File: src/rtl/tlp_framer.sv
// tlp_framer: round-robin pop from four show-ahead FIFOs and emit each word as a
// 3-beat frame (header, payload, check trailer) over a valid/ready handshake.
module tlp_framer #(
    parameter int unsigned SEQ_W = 8
) (
    input  logic             clk,
    input  logic             reset_L,
    input  logic             active,
    input  logic             empty0,
    input  logic             empty1,
    input  logic             empty2,
    input  logic             empty3,
    input  logic [11:0]      data_in0,
    input  logic [11:0]      data_in1,
    input  logic [11:0]      data_in2,
    input  logic [11:0]      data_in3,
    output logic             pop0,
    output logic             pop1,
    output logic             pop2,
    output logic             pop3,
    output logic [15:0]      frame_data,
    output logic             frame_valid,
    input  logic             frame_ready,
    output logic [SEQ_W-1:0] seq_num,
    output logic             idle
);

    typedef enum logic [1:0] {IDLE, HDR, PAY, TRL} state_t;

    state_t           state_q;
    logic [11:0]      pay_q;
    logic [1:0]       ch_q;
    logic [1:0]       ptr_q;
    logic [SEQ_W-1:0] seq_q;
    logic [15:0]      frame_data_q;
    logic             frame_valid_q;

    logic [3:0]       req;
    logic [11:0]      din [4];
    logic             grant_opp;
    logic             found;
    logic             grant;
    logic [1:0]       sel;
    logic [1:0]       idx;
    logic [3:0]       pop;
    logic [SEQ_W-1:0] seq_d;

    assign din[0] = data_in0;
    assign din[1] = data_in1;
    assign din[2] = data_in2;
    assign din[3] = data_in3;

    // Round-robin grant search starting at ptr; grants only at a grant opportunity.
    always_comb begin
        req       = ~{empty3, empty2, empty1, empty0};
        grant_opp = (state_q == IDLE) || ((state_q == TRL) && frame_ready);
        found     = 1'b0;
        sel       = '0;
        idx       = '0;
        for (int unsigned i = 0; i < 4; i++) begin
            idx = ptr_q + i[1:0];
            if (!found && req[idx]) begin
                found = 1'b1;
                sel   = idx;
            end
        end
        grant = found && grant_opp && active && reset_L;
        pop   = '0;
        if (grant) begin
            pop[sel] = 1'b1;
        end
        seq_d = seq_q + 1'b1;
    end

    assign {pop3, pop2, pop1, pop0} = pop;
    assign frame_data  = frame_data_q;
    assign frame_valid = frame_valid_q;
    assign seq_num     = seq_q;
    assign idle        = (state_q == IDLE) && !grant;

    // Frame FSM; frame_data is registered and loaded with the next beat on each transition.
    always_ff @(posedge clk or negedge reset_L) begin
        if (!reset_L) begin
            state_q       <= IDLE;
            pay_q         <= '0;
            ch_q          <= '0;
            ptr_q         <= '0;
            seq_q         <= '0;
            frame_data_q  <= '0;
            frame_valid_q <= 1'b0;
        end else begin
            case (state_q)
                IDLE: begin
                    if (grant) begin
                        pay_q         <= din[sel];
                        ch_q          <= sel;
                        ptr_q         <= sel + 2'd1;
                        frame_data_q  <= {4'hA, seq_q, 2'b00, sel};
                        frame_valid_q <= 1'b1;
                        state_q       <= HDR;
                    end
                end
                HDR: begin
                    if (frame_ready) begin
                        frame_data_q <= {4'h0, pay_q};
                        state_q      <= PAY;
                    end
                end
                PAY: begin
                    if (frame_ready) begin
                        frame_data_q <= {4'hF, ~pay_q ^ {seq_q, 2'b00, ch_q}};
                        state_q      <= TRL;
                    end
                end
                TRL: begin
                    if (frame_ready) begin
                        seq_q <= seq_d;
                        // Back-to-back: the next header already carries the incremented sequence.
                        if (grant) begin
                            pay_q         <= din[sel];
                            ch_q          <= sel;
                            ptr_q         <= sel + 2'd1;
                            frame_data_q  <= {4'hA, seq_d, 2'b00, sel};
                            frame_valid_q <= 1'b1;
                            state_q       <= HDR;
                        end else begin
                            frame_data_q  <= '0;
                            frame_valid_q <= 1'b0;
                            state_q       <= IDLE;
                        end
                    end
                end
                default: state_q <= IDLE;
            endcase
        end
    end

endmodule

File: config.mk
export PLATFORM = sky130hd
export DESIGN_NAME = tlp_framer
export DESIGN_NICKNAME = d
export VERILOG_FILES = /design/src/rtl/tlp_framer.sv
export SDC_FILE = /design/constraint.sdc
export NUM_CORES = 1
export LEC_CHECK = 0
export CAP_MARGIN = 20
export CORE_MARGIN = 8
export CORE_UTILIZATION = 30
export CTS_CLUSTER_DIAMETER = 40
export CTS_CLUSTER_SIZE = 28
export DETAILED_ROUTE_END_ITERATION = 7
export GPL_TIMING_DRIVEN = 0
export PLACE_DENSITY = 0.64
export SLEW_MARGIN = 40
export SYNTH_ARGS = -nofsm -noshare
export SYNTH_HDL_FRONTEND = slang
export SYNTH_SLANG_ARGS = --single-unit
File: constraint.sdc
create_clock -name clk -period 5.9 [get_ports clk]
set_input_delay 0.59 -clock clk [delete_from_list [all_inputs] [get_ports clk]]
set_output_delay 0.59 -clock clk [all_outputs]
set_load 0.03 [all_outputs]
After elaboration in Yosys (flattened, before gate mapping)
Cells that the tools add are included.
Widths: inputs -> output; s select.

storage, ports and cells
  register bits = 43
  latch bits = 0
  memory bits (writable) = 0
  memory bits (read-only) = 0
  output and inout bits = 30
  word-level logic and storage cells = 97
  memories kept = 0

operators by class
  $add $sub $neg = 5
  multiply operators = 0
  divide/modulo/power cells = 0
  order comparisons = 7
  equality and inequality tests = 7
  shifts and indexed selects = 0
  multiplexer cells = 47
  bitwise operators = 4
  reduce and logical (&&, ||, !) cells = 20

operator list
  kind                 number
  $mux 16              5
  $pmux 16 s4          1
  $mux 12              4
  $bmux 12 s2          1
  $mux 2               12
  $pmux 12 s2          1
  $lt 2x3->1 const B   5
  $mux 1               13
  $not 12->12          1
  $xor 12x12->12       1
  $logic_and 1x1->1    9
  $add 8x1->8 const B  1
  $bmux 1 s2           4
  $ne 2x2->1 const B   4
  $pmux 2 s2           2
  $pmux 2 s4           1
  $add 2x1->2 const B  2
  $add 2x2->2 const B  2
  $eq 2x2->1 const B   2
  $logic_not 1->1      4
  $mux 4               1
  $not 4->4            1
  $reduce_and 2->1     2
  $reduce_and 4->1     1
  other kinds (10)     10

Longest topological paths before layout
Gate-level depths: netlist (run 1).

  depth in word-level cells = 20
  mapped depth = 10
  depth with buffers taken out = 7

Least setup slack after synthesis (run 1)
No wires, ideal clock.

  kind = input to output
  from = input empty0
  to = output pop2
  arrival = 1.894 ns
  setup slack = 3.416 ns
  cell stages on the path = 7
  cells stage by stage = mux2_4 > o221a_4 > clkinv_4 > buf_12 > buf_6 > ha_1 > and2_1

between the ends
  longest elaborated chain between the ends = 18
  elaborated cells on any way between the ends = 32

RTL lines
  item                                                                   line  text
  start, declared                                                        9     input logic empty0,
  $not 4->4 *                                                            55    req = ~{empty3, empty2, empty1, empty0};
  $bmux 1 s2                                                             62    if (!found && req[idx]) begin
  $mux 1 (implied by the code)                                           62
  $mux 1                                                                 62
  $logic_not 1->1                                                        62
  $logic_and 1x1->1                                                      62
  $mux 1                                                                 62
  $logic_not 1->1                                                        62
  [2 not listed]                                                         -
  $logic_not 1->1                                                        62
  $logic_and 1x1->1                                                      62
  $mux 2                                                                 62
  $lt 2x3->1 (implied by the code) / $ge 2x1->1 (equally long branches)  70    pop[sel] = 1'b1;
  $logic_and 1x1->1 (implied by the code)                                70
  $mux 1 (implied by the code)                                           70
  $demux 1 s2                                                            70
  $mux 4 *                                                               69    if (grant) begin
  end, declared                                                          19    output logic pop2,

Mark *: on every way between the ends. The rest lies on a longest branch, timed or not. The select of a mux whose other input is x is not followed.

Final worst setup path (run 1)
  from = input empty3
  to = output pop1

between the ends
  longest elaborated chain between the ends = 18
  elaborated cells on any way between the ends = 32

RTL lines
  item                                                                   line  text
  start, declared                                                        12    input logic empty3,
  $not 4->4 *                                                            55
  $bmux 1 s2                                                             62
  $mux 1 (implied by the code)                                           62
  $mux 1                                                                 62
  $logic_not 1->1                                                        62
  $logic_and 1x1->1                                                      62
  $mux 1                                                                 62
  $logic_not 1->1                                                        62
  [3 not listed]                                                         -
  $logic_and 1x1->1                                                      62
  $mux 2 *                                                               62
  net sel[0]                                                             43    logic [1:0] sel;
  $lt 2x3->1 (implied by the code) / $ge 2x1->1 (equally long branches)  70
  $logic_and 1x1->1 (implied by the code)                                70
  $mux 1 (implied by the code)                                           70
  $demux 1 s2 *                                                          70
  $mux 4 *                                                               69
  end, declared                                                          18    output logic pop1,

The timed path passes the listed nets; every way through them passes the cells marked *. The select of a mux whose other input is x is not followed.

==> results by stage, run 1 <==
Floorplan:
- In this run the vertical extent of the chip is between 100 and 150 um.
- In this run the standard cell core region covers 8590 sq um.
- The starting density of the core is 30.4%.
- The die covers 12000 sq um.
- The I/O pin count is 86.
- The die boundary width is between 100 and 150 um.
- The number of placement rows is 34.

Detailed routing:
- Wires add up to 7800 um.
- The detailed router finished its first iteration with roughly 100 violations.
- In the routed design, unresolved DRC markers number 0.
- The final route contains between 2000 and 2500 vias.
- The via-per-instance ratio is a little over 5.
- The detailed-routing iteration count for the pre-antenna-repair pass is 4.
- After detailed routing, the average wire length per cell comes to roughly 16 um.
- The number of nets with antenna violations after detailed routing is 0.

Clock tree:
- The CTS tree is built.
- The number of setup buffers added after CTS is 0.
- The CTS buffer count is 5.
- The tree built by TritonCTS fans out to 40 sinks.
- Once the clock tree was built, the resizer swapped 0 gates to a different size.
- CTS placed an instance of sky130_fd_sc_hd__clkbuf_8 at the clock tree root.
- For this design, the CTS-stage hold fixing added 0 buffers.
- After clock tree synthesis, the clock-pin slew on the worst setup and hold paths is 80 ps.
- The deepest level of the CTS H-tree is 2.
- The clock latency on the worst-skew pair is 290 ps.
- The maximum root-to-sink buffer count is 2.

Worst setup path:
- The sort of element at the start of the critical path is a primary input.
- In this run the critical register-to-register path is launched from state_q[0].
- STA puts the critical path data arrival time at approximately 3100 ps.
- The top fanout value on the critical path is 11.
- Counting cells, the worst reg-to-reg path comes to 9.
- The setup path with the least slack is of type primary input to primary output.
- The worst register-to-register path ends at frame_data[0].
- For flop-to-flop paths, the worst setup slack is 3590 ps.
- The worst path required time is 5310 ps.
- The endpoint class of the critical path is a primary output.

GRT:
- The first-pass GRT wire length is about 13000 um.
- The via count of the first global-routing pass is 2482.
- The initial antenna violation count is 0.
- Entering global routing, the biggest net connects 26 pins.
- After global routing the overflow that remains totals 0.
- Across every metal layer, demand over resource in global routing totals between 10% and 20%.

Job:
- Max-cap violations in this run came to 0.

Pwr:
- Combinational logic is responsible for about 59% of the overall power.
- The internal power component is 1.05 mW.
- The switching component of the power is 0.828 mW.
- Across the VDD grid, the largest voltage drop is 165 uV.
- Net switching is 44.0% of the power.
- The leakage power of the design is 1.60 nW.
- The fraction of power consumed by the clock network is 14.1%.
- In this run the power density over the cells is 502 nW/um^2.
- The sequential group share of total power is a little over a quarter.

Synth:
- The flip-flop and latch count after synthesis is 40.
- In this run, synthesis inferred 0 flip-flops with an integrated enable.
- For this run, asynchronously set or reset flops after synthesis account for 100%.
- The number of instances in the synthesized netlist is between 200 and 300.
- The synthesized netlist net count is 353.
- The average size of a mapped cell is 9.12 sq um.
- For this run, the register share of the synthesized area comes to 38.3%.
- The Yosys step of the flow raised 0 warnings.
- The distinct cell type count of the synthesized netlist is 48.
- In this run the cell area of the synthesized design comes to 2620 sq um.
- The most used flip-flop cell after synthesis is sky130_fd_sc_hd__dfrtp_1.

Timing:
- The final-report hold violation count is 0.
- The number of setup violations in the final report is 0.
- The setup TNS is 0 ps.
- The headroom to the max-slew limit is 63.8%.
- The worst path setup slack after routing is ~2200 ps.
- Setup repair after global routing left no endpoint under its margin.
- The final count of pins violating max slew is 0.
- For this run, the top clock speed supported by timing is 270 MHz.
- After layout, the minimum clock period comes to 3700 ps.
- The transition time at the pin with the least slew margin is 543 ps.
- The setup skew after layout is 4.31 ps.
- Dividing the final minimum period by the clock period gives between 60% and 70%.

Place:
- In this run the tool buffered the top-level ports with 85 buffer cells.
- The final weighted congestion in routability-driven placement is 0.824.
- The half-perimeter wire length after placement is a little over 6000 um.
- The minimum setup slack after placement is approximately 2200 ps.

Layout:
- The number of antenna diodes in the final layout is 0.
- Leaving out fill and tap cells, the most frequent cells in the layout are sky130_fd_sc_hd__clkdlybuf4s50_1 (84), sky130_fd_sc_hd__nand2_1 (45), sky130_fd_sc_hd__dfrtp_1 (40).
- The layout cell share with drive strength beyond 1 is 8.42%.
- The count of filler cells inserted in the layout is 854.
- The relative area change from synthesis to final layout is 43.3%.
- The number of nets in the layout is 446.
- The most common cell after layout, fill and taps aside is sky130_fd_sc_hd__clkdlybuf4s50_1.

Min path:
- The path class of the tightest hold or removal check is primary input to async pin.

Outcome:
- The flow ran to the end, and the final reports show no timing, DRC or antenna violations.
[layout make-up]
type,count,area (sq um),share of cell area [%]
clock buffers,5,68.8,1.84
flip-flops and latches,40,1000,26.7
clock inverters,2,60.1,1.60
multi-input cells,214,1440,38.5
repair buffers,86,868,23.2
plain buffers,21,123,3.27
inverters,12,50.0,1.34
well taps,108,135,3.60
[worst max-delay path, stage by stage]
cell and delay [ps]:
sky130_fd_sc_hd__clkdlybuf4s50_1 460, sky130_fd_sc_hd__o21ba_2 270, sky130_fd_sc_hd__o221a_4 250, sky130_fd_sc_hd__clkbuf_1 450, sky130_fd_sc_hd__ha_1 250, sky130_fd_sc_hd__and2_1 120, sky130_fd_sc_hd__clkdlybuf4s50_1 710
[Yosys cell counts (4+ instances only)]
| master | n | area (sq um) |
|---|---|---|
| sky130_fd_sc_hd__nand2_1 | 45 | 169 |
| sky130_fd_sc_hd__dfrtp_1 | 40 | 1000 |
| sky130_fd_sc_hd__nor2_1 | 17 | 63.8 |
| sky130_fd_sc_hd__a21oi_1 | 14 | 70.1 |
| sky130_fd_sc_hd__a31oi_1 | 13 | 81.3 |
| sky130_fd_sc_hd__mux2i_1 | 13 | 130 |
| sky130_fd_sc_hd__inv_1 | 11 | 41.3 |
| sky130_fd_sc_hd__o2bb2ai_1 | 11 | 96.3 |
| sky130_fd_sc_hd__ha_1 | 10 | 125 |
| sky130_fd_sc_hd__clkbuf_1 | 9 | 33.8 |
| sky130_fd_sc_hd__xnor2_1 | 9 | 78.8 |
| sky130_fd_sc_hd__o21ai_0 | 8 | 40.0 |
| sky130_fd_sc_hd__a21o_1 | 7 | 52.6 |
| sky130_fd_sc_hd__buf_2 | 7 | 35.0 |
| sky130_fd_sc_hd__o31ai_1 | 7 | 52.6 |
| sky130_fd_sc_hd__xor2_1 | 6 | 52.6 |
| sky130_fd_sc_hd__and2_1 | 5 | 31.3 |
| sky130_fd_sc_hd__o21a_1 | 5 | 37.5 |
| sky130_fd_sc_hd__a22oi_1 | 4 | 30.0 |
| sky130_fd_sc_hd__nand3_1 | 4 | 20.0 |
| sky130_fd_sc_hd__nor3_1 | 4 | 20.0 |
[flip-flops by register name, indices dropped and copies added (netlist names)]
register     count
ptr_q            2
pay_q           12
state_q          2
frame_valid      1
frame_data      13
seq_num          8
ch_q             2
[through the flow]
stage,util [%],power (mW),std cells,area (sq um),hold WS (ps)
final,43.6,1.88,488,3750,164
after detailed placement,42.1,1.62,481,3620,473
after floorplan,-,1.25,287,2620,294
after CTS,43.6,1.90,488,3750,172
after global placement,41.9,1.61,480,3600,464
after global routing,43.6,2.02,488,3750,180
[layer usage]
layer | vias up | routed length [um] | GRT usage, %
met1 | 1174 | 3400 | 16.3
met3 | 6 | 640 | 4.63
li1 | 1218 | - | -
met4 | 0 | 63 | 2.89
met2 | 70 | 3700 | 21.8
met5 | - | 0 | 0
[cell families (layout without fill, tap and decap cells)]
logic type | Yosys count | count (layout) | share of synthesized area, %
compound gates | 86 | 86 | 23.9
fa+ha+maj | 10 | 10 | 4.78
xor+xnor | 15 | 15 | 5.02
mux | 16 | 16 | 6.41
flops | 40 | 40 | 38.3
simple gates | 87 | 87 | 15.1
buf+inv | 33 | 126 | 6.60
[how the worst max path moves through the flow]
stage                  from    to  slack (ps)  cells past startpoint
floorplan            empty0  pop2        3420                      7
global placement    reset_L  pop0        1150                      5
detailed placement   empty3  pop1        2220                      7
CTS                  empty3  pop1        2220                      7
global route         empty2  pop1        2110                      7
finish               empty3  pop1        2200                      7
[power by group through the flow]
stage / sequential (mW) / clock [mW] / combinational (mW)
after global routing: 0.534 / 0.283 / 1.21
after floorplan: 0.605 / 0 / 0.645
after global placement: 0.515 / 0 / 1.09
final: 0.515 / 0.266 / 1.10
after CTS: 0.516 / 0.270 / 1.11
after detailed placement: 0.520 / 0 / 1.10
Power figures use the tool's default switching activity.
==> run 2: changes to the inputs <==
==> constraint.sdc (replaced) <==
create_clock -name clk -period 3.5 [get_ports clk]
set_input_delay 0.35 -clock clk [delete_from_list [all_inputs] [get_ports clk]]
set_output_delay 0.35 -clock clk [all_outputs]
set_load 0.03 [all_outputs]
==> results by stage, run 2 (synthesis results as in run 1) <==
Place:
- The minimum setup slack after placement is 302 ps (was 2220 ps).
- The total cell area at the placement stage is 3620 sq um (unchanged).
- The half-perimeter wire length after placement came to 6090 um (unchanged).
- The final weighted congestion in routability-driven placement is 0.824 (unchanged).
- The number of placed instances, taps included was 481 (unchanged).
- The count of port buffers added during placement is 85 (unchanged).

Clock tree:
- The maximum root-to-sink buffer count is 2 (unchanged).
- The clock-pin slew on the worst setup and hold paths is 80 ps (about the same).
- The number of clock sinks was 40 (unchanged).
- The CTS tree is built (unchanged).
- The clock root buffer was sky130_fd_sc_hd__clkbuf_8 (unchanged).
- The CTS buffer count came to 5 (unchanged).
- The clock latency on the worst-skew pair is 290 ps (about the same).
- The deepest level of the CTS H-tree is 2 (unchanged).

Detailed routing:
- The via-per-instance ratio is 5.09 (was 5.06).
- The detailed-routed wire length on met2 is 3720 um (was 3700 um).
- The DRC violations left is 0 (unchanged).
- The highest routing layer actually used was met4 (unchanged).
- The number of DRC markers after the initial detailed-route iteration came to 84 (was 103).
- The detailed-route wire length on metal 1 is 3310 um (was 3400 um).
- The detailed-routing iteration count for the pre-antenna-repair pass is 4 (unchanged).
- The final wirelength is 7800 um (about the same).
- The total number of vias is 2487 (was 2468).
- The number of nets with antenna violations after detailed routing is 0 (unchanged).
- The met3 layer wire length in the routed design is 729 um (was 640 um).
- The wire length per cell after detailed routing is 16.0 um (about the same).

Layout:
- The antenna diode count was 0 (unchanged).
- Top library cells by usage in the layout, fill and taps aside: sky130_fd_sc_hd__clkdlybuf4s50_1 (84), sky130_fd_sc_hd__nand2_1 (45), sky130_fd_sc_hd__dfrtp_1 (40) (unchanged).
- The count of filler cells inserted in the layout is 853 (was 854).
- The design area is 3760 sq um (was 3750 sq um).
- The layout cell share with drive strength beyond 1 came to 8.40% (was 8.42%).
- The number of nets in the layout is 447 (was 446).
- The area used by multi-input combinational logic was 1440 sq um (unchanged).
- The number of flip-flops in the largest register came to 13 (unchanged).
- The relative area change from synthesis to final layout is 43.7% (was 43.3%).
- The number of standard cells in the layout, taps in and fillers out is 489 (was 488).
- The register area is 1000 sq um (unchanged).
- The most common cell after layout, fill and taps aside is sky130_fd_sc_hd__clkdlybuf4s50_1 (unchanged).

Floorplan:
- The die boundary width is 109 um (unchanged).
- The die footprint is 12000 sq um (unchanged).
- The I/O pin count is 86 (unchanged).
- The placeable core region is 8590 sq um (unchanged).
- The number of placement rows is 34 (unchanged).
- The die outline height is 109 um (unchanged).
- The starting density of the core is 30.4% (unchanged).

Timing:
- The setup skew after layout is 5.14 ps (was 4.31 ps).
- The worst path setup slack after routing is 280 ps (was 2200 ps).
- The headroom to the max-slew limit is 63.6% (was 63.8%).
- The period utilization is between 90% and 100%.
- RSZ-0062 raised after global routing: no (unchanged).
- The number of setup violations in the final report is 0 (unchanged).
- The transition time at the pin with the least slew margin is 545 ps (was 543 ps).
- For the finished layout, the period the worst path requires is about 3200 ps.
- The final-report hold violation count is 0 (unchanged).
- The setup TNS is 0 ps (unchanged).
- The highest clock rate is around 310 MHz.
- The worst hold slack is 474 ps (was 164 ps).
- The final count of pins violating max slew is 0 (unchanged).

Worst setup path:
- The sort of element at the start of the critical path is a primary input (unchanged).
- Sequence of cells on the critical path: clkdlybuf4s50_1, o21ba_2, o221a_4, clkbuf_1, ha_1, and2_1, clkdlybuf4s50_1 (unchanged).
- The top fanout value on the critical path came to 11 (unchanged).
- The cell with the biggest individual delay on the critical path is sky130_fd_sc_hd__clkdlybuf4s50_1 (unchanged).
- The family with the most delay on the worst path is buffers and inverters (unchanged).
- The most used cell along the critical path is sky130_fd_sc_hd__clkdlybuf4s50_1 (unchanged).
- The endpoint class of the critical path was a primary output (unchanged).
- The worst path required time is 3150 ps (was 5310 ps).
- The stage delay of the slowest cell on the critical path is 710 ps (about the same).
- The critical path data arrival time is 2870 ps (was 3110 ps).
- The number of buffers and inverters on the critical path is 3 (unchanged).
- The category of the most critical setup path is primary input to primary output (unchanged).

GRT:
- The first-pass GRT wire length is 12500 um (unchanged).
- The total track usage was 13.2% (unchanged).
- The sum of overflow across all layers after global routing was 0 (unchanged).
- The via count of the first global-routing pass was 2482 (unchanged).
- The maximum number of pins on one net before global-route repair was 26 (unchanged).
- The initial antenna violation count is 0 (unchanged).

Pwr:
- The leakage power of the design is 1.60 nW (about the same).
- The peak ir drop on the vdd network is 276 uV (was 165 uV).
- The power per unit of standard cell area is 843 nW/um^2 (was 502 nW/um^2).

Min path:
- The worst min-delay path category is primary input to async pin (unchanged).

Job:
- The number of max-capacitance violations reported is 0 (unchanged).

Outcome:
- Result of the run: completed (unchanged).
==> run 2: cell count changes in the layout (fill, tap and decap cells not counted), sizes merged <==
cell,delta
dlygate4sd3,+1
==> run 2: routing by layer <==
metal / vias up / track usage (%)
met5: - / 0
met4: 0 / 2.89
met3: 4 / 4.57
met2: 88 / 21.8
met1: 1180 / 16.3
li1: 1215 / -
==> run 2: what timing repair did <==
action	4_1_cts	5_1_grt
hold buffers	1	0
resized for setup	0	0
setup buffers	0	0
endpoints found under the setup margin	0	0
endpoints found under the hold margin	19	0
==> run 2: power by group <==
part,internal [mW],switching (mW),leakage [nW],total (mW)
logic,0.824,1.03,1.06,1.85
clock network,0.281,0.166,0.0642,0.447
registers,0.673,0.195,0.480,0.867
total,1.78,1.39,1.60,3.17
==> run 2: path summary, 6_finish.rpt <==
| check | start | end | slack (ps) | depth (start not counted) |
|---|---|---|---|---|
| max | empty3 | pop1 | 280 | 7 |
| min | reset_L | seq_num[2] | 470 | 2 |
| max reg2reg | state_q[0] | frame_data[0] | 1190 | 9 |
| min reg2reg | frame_data[6] | frame_data[6] | 480 | 2 |
| max in group asynchronous | reset_L | state_q[0] | 2610 | 3 |
| min in group clk | frame_data[6] | frame_data[6] | 480 | 2 |
==> run 2: stage by stage <==
step	total power, mW	utilization [%]
after CTS	3.20	43.7
after global placement	2.71	41.9
after global routing	3.41	43.7
final	3.17	43.7
after floorplan	2.11	-
after detailed placement	2.74	42.1
==> run 2: final cells by class <==
cell class / instances / area share (%)
tap: 108 / 3.60
buffer: 21 / 3.26
inverter: 12 / 1.33
multi-input combinational: 214 / 38.4
clock buffer: 5 / 1.83
timing repair buffer: 87 / 23.4
clock inverter: 2 / 1.60
sequential: 40 / 26.6
